**config.mk**
```make
export PLATFORM = sky130hd
export DESIGN_NAME = reaction_timer
export DESIGN_NICKNAME = d
export VERILOG_FILES = /design/src/rtl/reaction_pkg.sv /design/src/rtl/key_sync.sv /design/src/rtl/reaction_timer.sv
export SDC_FILE = /design/constraint.sdc
export NUM_CORES = 1
export LEC_CHECK = 0
export BUFFER_PORTS_ARGS = -buffer_cell sky130_fd_sc_hd__buf_2
export CAP_MARGIN = 10
export CORE_ASPECT_RATIO = 0.7
export CORE_MARGIN = 2
export CORE_UTILIZATION = 40
export DETAILED_ROUTE_END_ITERATION = 10
export PLACE_DENSITY_LB_ADDON = 0.08
export SLEW_MARGIN = 0
export SYNTH_ARGS = -nofsm -noshare
export SYNTH_HDL_FRONTEND = slang
export SYNTH_SLANG_ARGS = --single-unit
```
**constraint.sdc**
```tcl
create_clock -name CLOCK_50 -period 3.05 [get_ports CLOCK_50]
set_input_delay 0.1525 -clock CLOCK_50 [delete_from_list [all_inputs] [get_ports CLOCK_50]]
set_output_delay 0.1525 -clock CLOCK_50 [all_outputs]
set_load 0.1 [all_outputs]
```
**src/rtl/reaction_pkg.sv**
```systemverilog
// reaction_pkg: shared state encoding and widths for the reaction timer.
package reaction_pkg;
  localparam int RT_W = 14;
  localparam logic [RT_W-1:0] RT_BEST_INIT = 14'h3FFF;
  typedef enum logic [2:0] {IDLE, ARMED, TIMING, DONE, FAULT} rt_state_t;
endpackage

```
**src/rtl/key_sync.sv**
```systemverilog
// key_sync: synchronizes the raw active-low key and emits one registered pulse per falling edge.
module key_sync #(
  parameter int STAGES = 2
) (
  input  logic clk,
  input  logic rst_n,
  input  logic key_n,
  output logic press
);
  logic [STAGES-1:0] sync_q;
  logic prev_q, press_q;
  always_ff @(posedge clk or negedge rst_n) begin
    if (!rst_n) begin
      sync_q  <= '1;
      prev_q  <= 1'b1;
      press_q <= 1'b0;
    end else begin
      sync_q  <= {sync_q[STAGES-2:0], key_n};
      prev_q  <= sync_q[STAGES-1];
      press_q <= prev_q & ~sync_q[STAGES-1];
    end
  end
  assign press = press_q;
endmodule

```
**src/rtl/reaction_timer.sv**
```systemverilog
// reaction_timer: arm/go/press reaction-time measurement with false-start and timeout flags.
// Defining REACTION_BEST_EN adds the best_ms output tracking the fastest valid trial.
module reaction_timer
  import reaction_pkg::*;
#(
  parameter int MAX_MS      = 9999,
  parameter int SYNC_STAGES = 2
) (
  input  logic            CLOCK_50,
  input  logic            rst_n,
  input  logic            tick_ms,
  input  logic            arm,
  input  logic            go,
  input  logic            key_n,
  output logic [RT_W-1:0] rt_ms,
  output logic            result_valid,
  output logic            false_start,
  output logic            timeout,
  output logic            busy
`ifdef REACTION_BEST_EN
  ,
  output logic [RT_W-1:0] best_ms
`endif
);
  localparam logic [RT_W-1:0] MAX_CNT = RT_W'(MAX_MS);
  rt_state_t state_q, state_d;
  logic [RT_W-1:0] cnt_q, cnt_d, cnt_inc, rt_q, rt_d;
  logic valid_q, valid_d, fs_q, fs_d, to_q, to_d, pend_q, pend_d, press;

  key_sync #(.STAGES(SYNC_STAGES)) u_key (
    .clk   (CLOCK_50),
    .rst_n (rst_n),
    .key_n (key_n),
    .press (press)
  );

  // pend_q remembers a press that coincided with go; it resolves as a 0 ms result
  always_comb begin
    state_d = state_q;
    cnt_d   = cnt_q;
    rt_d    = rt_q;
    valid_d = valid_q;
    fs_d    = fs_q;
    to_d    = to_q;
    pend_d  = pend_q;
    cnt_inc = tick_ms ? cnt_q + 1'b1 : cnt_q;
    if (arm) begin
      state_d = ARMED;
      cnt_d   = '0;
      rt_d    = '0;
      valid_d = 1'b0;
      fs_d    = 1'b0;
      to_d    = 1'b0;
      pend_d  = 1'b0;
    end else begin
      case (state_q)
        ARMED: begin
          if (go) begin
            state_d = TIMING;
            cnt_d   = '0;
            pend_d  = press;
          end else if (press) begin
            state_d = FAULT;
            fs_d    = 1'b1;
          end
        end
        TIMING: begin
          if (pend_q || press) begin
            state_d = DONE;
            rt_d    = pend_q ? cnt_q : cnt_inc;
            valid_d = 1'b1;
            pend_d  = 1'b0;
          end else if (cnt_inc == MAX_CNT) begin
            state_d = FAULT;
            cnt_d   = cnt_inc;
            rt_d    = MAX_CNT;
            to_d    = 1'b1;
          end else begin
            cnt_d = cnt_inc;
          end
        end
        default: ;
      endcase
    end
  end

  always_ff @(posedge CLOCK_50 or negedge rst_n) begin
    if (!rst_n) begin
      state_q <= IDLE;
      cnt_q   <= '0;
      rt_q    <= '0;
      valid_q <= 1'b0;
      fs_q    <= 1'b0;
      to_q    <= 1'b0;
      pend_q  <= 1'b0;
    end else begin
      state_q <= state_d;
      cnt_q   <= cnt_d;
      rt_q    <= rt_d;
      valid_q <= valid_d;
      fs_q    <= fs_d;
      to_q    <= to_d;
      pend_q  <= pend_d;
    end
  end

  assign rt_ms        = rt_q;
  assign result_valid = valid_q;
  assign false_start  = fs_q;
  assign timeout      = to_q;
  assign busy         = state_q == ARMED || state_q == TIMING;

`ifdef REACTION_BEST_EN
  logic done_q;
  logic [RT_W-1:0] best_q;
  always_ff @(posedge CLOCK_50 or negedge rst_n) begin
    if (!rst_n) begin
      done_q <= 1'b0;
      best_q <= RT_BEST_INIT;
    end else begin
      done_q <= state_q == TIMING && state_d == DONE;
      if (done_q && rt_q < best_q) best_q <= rt_q;
    end
  end
  assign best_ms = best_q;
`endif
endmodule

```
[Word level (Yosys, flattened, before mapping)]
Index checks and enable logic that the tools add are counted.
Word-level totals
  input bits: 6
  RAM bits: 0
  memories kept: 0
  bits in latches: 0
  output and inout bits: 18
  word-level logic and storage cells: 70
  ROM bits: 0
  register bits: 39
Operators by class
  bitwise logic cells: 2
  reductions and logical operators: 16
  muxes and demuxes: 31
  magnitude comparators: 0
  divide/modulo/power cells: 0
  add/sub/neg operators: 1
  multipliers: 0
  equal/unequal tests: 10
  shift-type cells: 0
Operators by type and width (number)
  $mux W14: 9
  $pmux W14 S2: 1
  $mux W3: 5
  $reduce_and A3 Y1: 5
  $add A14 B1 Y14 const B: 1
  $eq A14 B14 Y1 const B: 1
  $mux W1: 14
  $reduce_bool A2 Y1: 5
  $ne A3 B3 Y1 const B: 3
  $pmux W3 S2: 1
  $reduce_bool A3 Y1: 2
  $ne A2 B2 Y1 const B: 2
  $ne A4 B3 Y1 const B: 1
  $ne A4 B4 Y1 const B: 1
  $reduce_and A2 Y1: 2
  $eq A3 B1 Y1 const B: 1
  $eq A3 B2 Y1 const B: 1
  $logic_or A1 B1 Y1: 2
  $pmux W1 S2: 1
  $and A1 B1 Y1: 1
  $not A1 Y1: 1

[Logic depth before layout (Yosys ltp)]
  depth in word-level cells: 7
  depth in mapped cells: 9

[By module]
A second synthesis with hierarchy kept.
Unflattened totals
  cells, all modules: 269
  area total of the unflattened synthesis: 2374.8 um^2
Modules (own cells, without submodules)
  reaction_timer: cells each 264, area an instance 2257.2 um^2, seq. area each 875.8 um^2, times used 1
  key_sync: cells each 5, area an instance 117.6 um^2, seq. area each 103.8 um^2, times used 1

[Worst setup path before layout]
OpenSTA, ideal clock, no wires.
  path kind: register to register
  start: reg state_q[0]
  end: reg cnt_q[7]
  arrival: 2.624 ns
  clock period less this slack: 2.760 ns
  required time: 2.914 ns
  stages on the path, launching flop included: 7
  setup slack: 0.290 ns
  path buffers: 1
  setup time: 0.136 ns
  cells stage by stage: dfrtp_1 -> xnor2_1 -> nor2_1 -> a31oi_1 -> clkbuf_1 -> o21ai_0 -> o41ai_1
Between the ends
  cells in the longest elaborated chain, start to end: 3
  elaborated cells between the ends (all ways): 8
  those cells by class: eq/ne (4); mux (2); reduce/logical (2)
RTL lines
  start, declared: RTL line reaction_timer.sv:26  | rt_state_t state_q, state_d;
  start signal, assigned: RTL line reaction_timer.sv:97  | state_q <= state_d;
  $eq A3 B2 Y1 or $eq A3 B1 Y1 (tied branches): RTL line reaction_timer.sv:56  | case (state_q)
  $ne A3 B3 Y1 (no source line), or another cell as far along
  $reduce_and A3 Y1 (no source line) or $mux W14 (tied branches)
  end signal, assigned: RTL line reaction_timer.sv:98  | cnt_q <= cnt_d;
  end, declared: RTL line reaction_timer.sv:27  | logic [RT_W-1:0] cnt_q, cnt_d, cnt_inc, rt_q, rt_d;
Several ways; a longest one is shown, not always the timed one.
A chain may end at the register's enable or synchronous reset.

[Worst setup path in the final report]
  start: reg cnt_q[1]
  end: reg rt_q[0], in the netlist rt_ms[0]
Between the ends
  cells in the longest elaborated chain, start to end: 5
RTL lines
  $add A14 B1 Y14: RTL line reaction_timer.sv:46  | cnt_inc = tick_ms ? cnt_q + 1'b1 : cnt_q;
  $mux W14 (*): RTL line reaction_timer.sv:46
  $eq A14 B14 Y1 (*): RTL line reaction_timer.sv:73  | end else if (cnt_inc == MAX_CNT) begin
  $reduce_bool A3 Y1 (no source line) (*)
  $reduce_and A2 Y1 (no source line) (*)
  end signal, assigned: RTL line reaction_timer.sv:99  | rt_q <= rt_d;
  end, declared: RTL line reaction_timer.sv:27
Every way passes the cells marked *; elsewhere a longest branch is shown, timed or not.

==> results.ini <==
[pwr]
p_per_area_nw_per_um2 = 496
p_int_mw = 0.861
p_switching_mw = 0.381
swShare_pct = 30.7
combPwrFrac_pct = 18.1
leakage_nw = 1.08
power.share.sequential_pct = 45.1
p_clk_share_pct = 36.8
ir_worst_vdd_v = 0.000221

[sta]
setup_violations = 0
min_period_ns = 2.83
finalCritPeriodShare_pct = 92.9
max_freq_ghz = 0.353
final.setup.tns_ns = 0
drv_slew = 0
worstMarginPinSlew_ns = 0.871
hold_viol = 36
rsz0062_at_grt = false
clock_skew_ns = 0.0106
holdWs_ns = -0.0332
slew_headroom_pct = 41.9

[floorplan]
core_um2 = 5260
fp-row-count = 22
io-pin-count = 24
start_util_pct = 41.8
die_h_um = 66.0
die_area_um2 = 6110
die_w_um = 92.6

[yosys]
synth_cell_types = 49
syn_inst = 235
ys_warn_count = 0
synth-seq-cells = 39
syn-cell-area_um2 = 2200
async_flop_share_pct = 100
synth-seq-area-share_pct = 44.6
yosysTopAreaCellShare_pct = 41.0
avgSynthCellArea_um2 = 9.35
netlist_top_cells_area = dfrtp_1 (41%), o21ai_0 (4.6%), dfstp_2 (3.6%), nand2_1 (3.4%), a22o_1 (3.2%)
yosys.area.top_type = dfrtp_1
ys.flop_type = dfrtp_1
synth-edff-count = 0
synth_nets = 242

[placed_design]
dpl_cell_area_um2 = 2370
dp_hpwl_um = 3660
routabilityCongestion = 0.866
port_buffers = 23
placed_cells = 320

[grt]
grtUsageTotal_pct = 19.3
gr-total-overflow = 0
grt_max_degree = 40
antenna_found_initial = 0
grt_first_pass_wirelength_um = 8960
first_global_vias = 1686

[setup_path]
crit_family = compound AO/OA/AOI/OAI gates
path_cells = ha_1 -> and3_1 -> or4b_1 -> a31o_1 -> o41ai_2 -> a21oi_2 -> a22o_1
worstReg2RegStart = cnt_q[1]
path_class = reg -> reg
worstPathRequired_ns = 3.24
path_buf_inv = 0
slowest_stage = dfrtp_1
cp_max_fo = 14
crit_arrival_ns = 3.02
cp-start-kind = flip-flop
end_kind = flip-flop
slowest_delay_ns = 0.46
rr_worst_depth = 7
timing.rr.end = rt_ms[0]
regToRegSetupSlack_ns = 0.22

[routing]
wl_per_cell_um = 16.4
firstDrtPassIters = 4
ant_nets = 0
wl_um = 5400
drtIter0Drc = 101
drt-vias-per-instance = 5.67
remaining_drc_errors = 0
num_vias = 1864

[clocking]
numCtsBuffers = 5
clock_path_buffers = 2
cts_root_buf = clkbuf_8
path_clk_slew_ns = 0.08
clk_latency_ns = 0.30
cts_tree = yes
htree_levels = 2
clkSinkCount = 39

[layout]
synthToLayoutAreaGrowth_pct = 13.8
design_area_um2 = 2500
nFillCells = 522
fin_nets = 263
drive_gt1_share_pct = 18.3
register_area_um2 = 980
diodes = 0
multi_input_area_um2 = 1100
final_cells = 329

[flow_run]
max_cap_violations = 0

[min_path]
hold_path_class = in -> async

[outcome]
violations = hold timing
outcome = complete, but fails checks

==> cell families after synthesis <==
| kind of cell | count (synthesis) | synth area share (%) |
|---|---|---|
| buffers and inverters | 24 | 5.24 |
| multiplexers | 3 | 1.37 |
| XOR/XNOR | 11 | 4.38 |
| AO/OA/AOI/OAI | 74 | 23.5 |
| AND/OR/NAND/NOR | 83 | 20.4 |
| adder cells (fa/ha/maj) | 1 | 0.569 |
| flip-flops | 39 | 44.6 |
==> cells in the mapped netlist, types with 3 or more instances <==
| cell | n |
|---|---|
| o41ai_1 | 3 |
| dfrtp_1 | 36 |
| nor2b_1 | 6 |
| o31ai_1 | 7 |
| nand4_1 | 9 |
| o2bb2ai_1 | 6 |
| nand2_1 | 20 |
| and3_1 | 5 |
| nor2_1 | 14 |
| buf_6 | 3 |
| nand2b_1 | 5 |
| xnor2_1 | 8 |
| xor2_1 | 3 |
| a21oi_1 | 12 |
| mux2i_1 | 3 |
| a22o_1 | 8 |
| clkbuf_1 | 14 |
| o21ai_0 | 20 |
| nor3_1 | 5 |
| nand3_1 | 5 |
| inv_1 | 5 |
| dfstp_2 | 3 |
==> through the flow <==
stage,util [%],total power [mW],hold WS (ns),setup WS (ns)
3_3_place_gp,45.2,0.795,0.260,0.367
6_report,47.6,1.24,-0.0332,0.215
4_1_cts,47.6,1.25,0.00293,0.211
2_1_floorplan,-,0.734,-0.143,0.290
3_5_place_dp,45.2,0.793,0.261,0.255
5_1_grt,47.6,1.31,0.0502,0.0682
==> metal layers <==
layer  vias up  track usage, %  wire (um)
met5         -               0          0
met4         0            6.16         48
met3         5            3.53        246
met2        39            24.4       2110
met1       909            31.8       2990
li1        911               -          -
==> sequential cells by signal, indices dropped and copies added (netlist names) <==
signal	flops
u_key.press	1
result_valid	1
pend_q	1
timeout	1
u_key.sync_q	2
rt_ms	14
false_start	1
state_q	3
u_key.prev_q	1
cnt_q	14
==> power by group through the flow <==
stage	registers, mW	logic (mW)	clock network [mW]
finish	0.560	0.225	0.457
global route	0.564	0.245	0.497
CTS	0.559	0.226	0.468
detailed placement	0.569	0.224	0
global placement	0.570	0.225	0
floorplan	0.594	0.140	0
==> area by class of cell <==
type / instances / share of cell area, %
Tap cell: 72 / 3.60
Timing Repair Buffer: 33 / 7.70
Clock inverter: 2 / 1.40
Multi-Input combinational cell: 172 / 44.1
Sequential cell: 39 / 39.2
Clock buffer: 6 / 3.30
Inverter: 5 / 0.750
==> how the worst max path moves through the flow <==
| stage | startpoint | endpoint | slack (ns) | cells past startpoint |
|---|---|---|---|---|
| CTS | cnt_q[1] | rt_ms[0] | 0.21 | 7 |
| global placement | cnt_q[1] | rt_ms[0] | 0.37 | 7 |
| finish | cnt_q[1] | rt_ms[0] | 0.22 | 7 |
| global route | cnt_q[1] | rt_ms[0] | 0.07 | 7 |
| floorplan | state_q[0] | cnt_q[7] | 0.29 | 6 |
| detailed placement | cnt_q[1] | rt_ms[0] | 0.25 | 7 |
==> what timing repair did <==
action	in CTS	in global routing
resized for setup	0	0
hold buffers	1	0
setup endpoints to repair	0	0
hold endpoints to repair	1	0
buffers inserted	0	0
==> placed cells by master (no fill, tap or decap), types with 3 or more instances in the layout <==
master / count
a22o_1: 8
and3_1: 5
inv_1: 5
xor2_1: 3
buf_2: 23
mux2i_1: 3
nand3_1: 5
xnor2_1: 8
nand4_1: 9
nand2b_1: 5
a21oi_1: 12
nor2b_1: 6
o31ai_1: 7
nor2_1: 14
o21ai_0: 20
buf_4: 9
dfrtp_1: 36
nand2_1: 20
clkbuf_8: 6
o2bb2ai_1: 6
dfstp_2: 3
o41ai_1: 3
nor3_1: 5
Note: power is estimated with default switching activity, not from simulation.
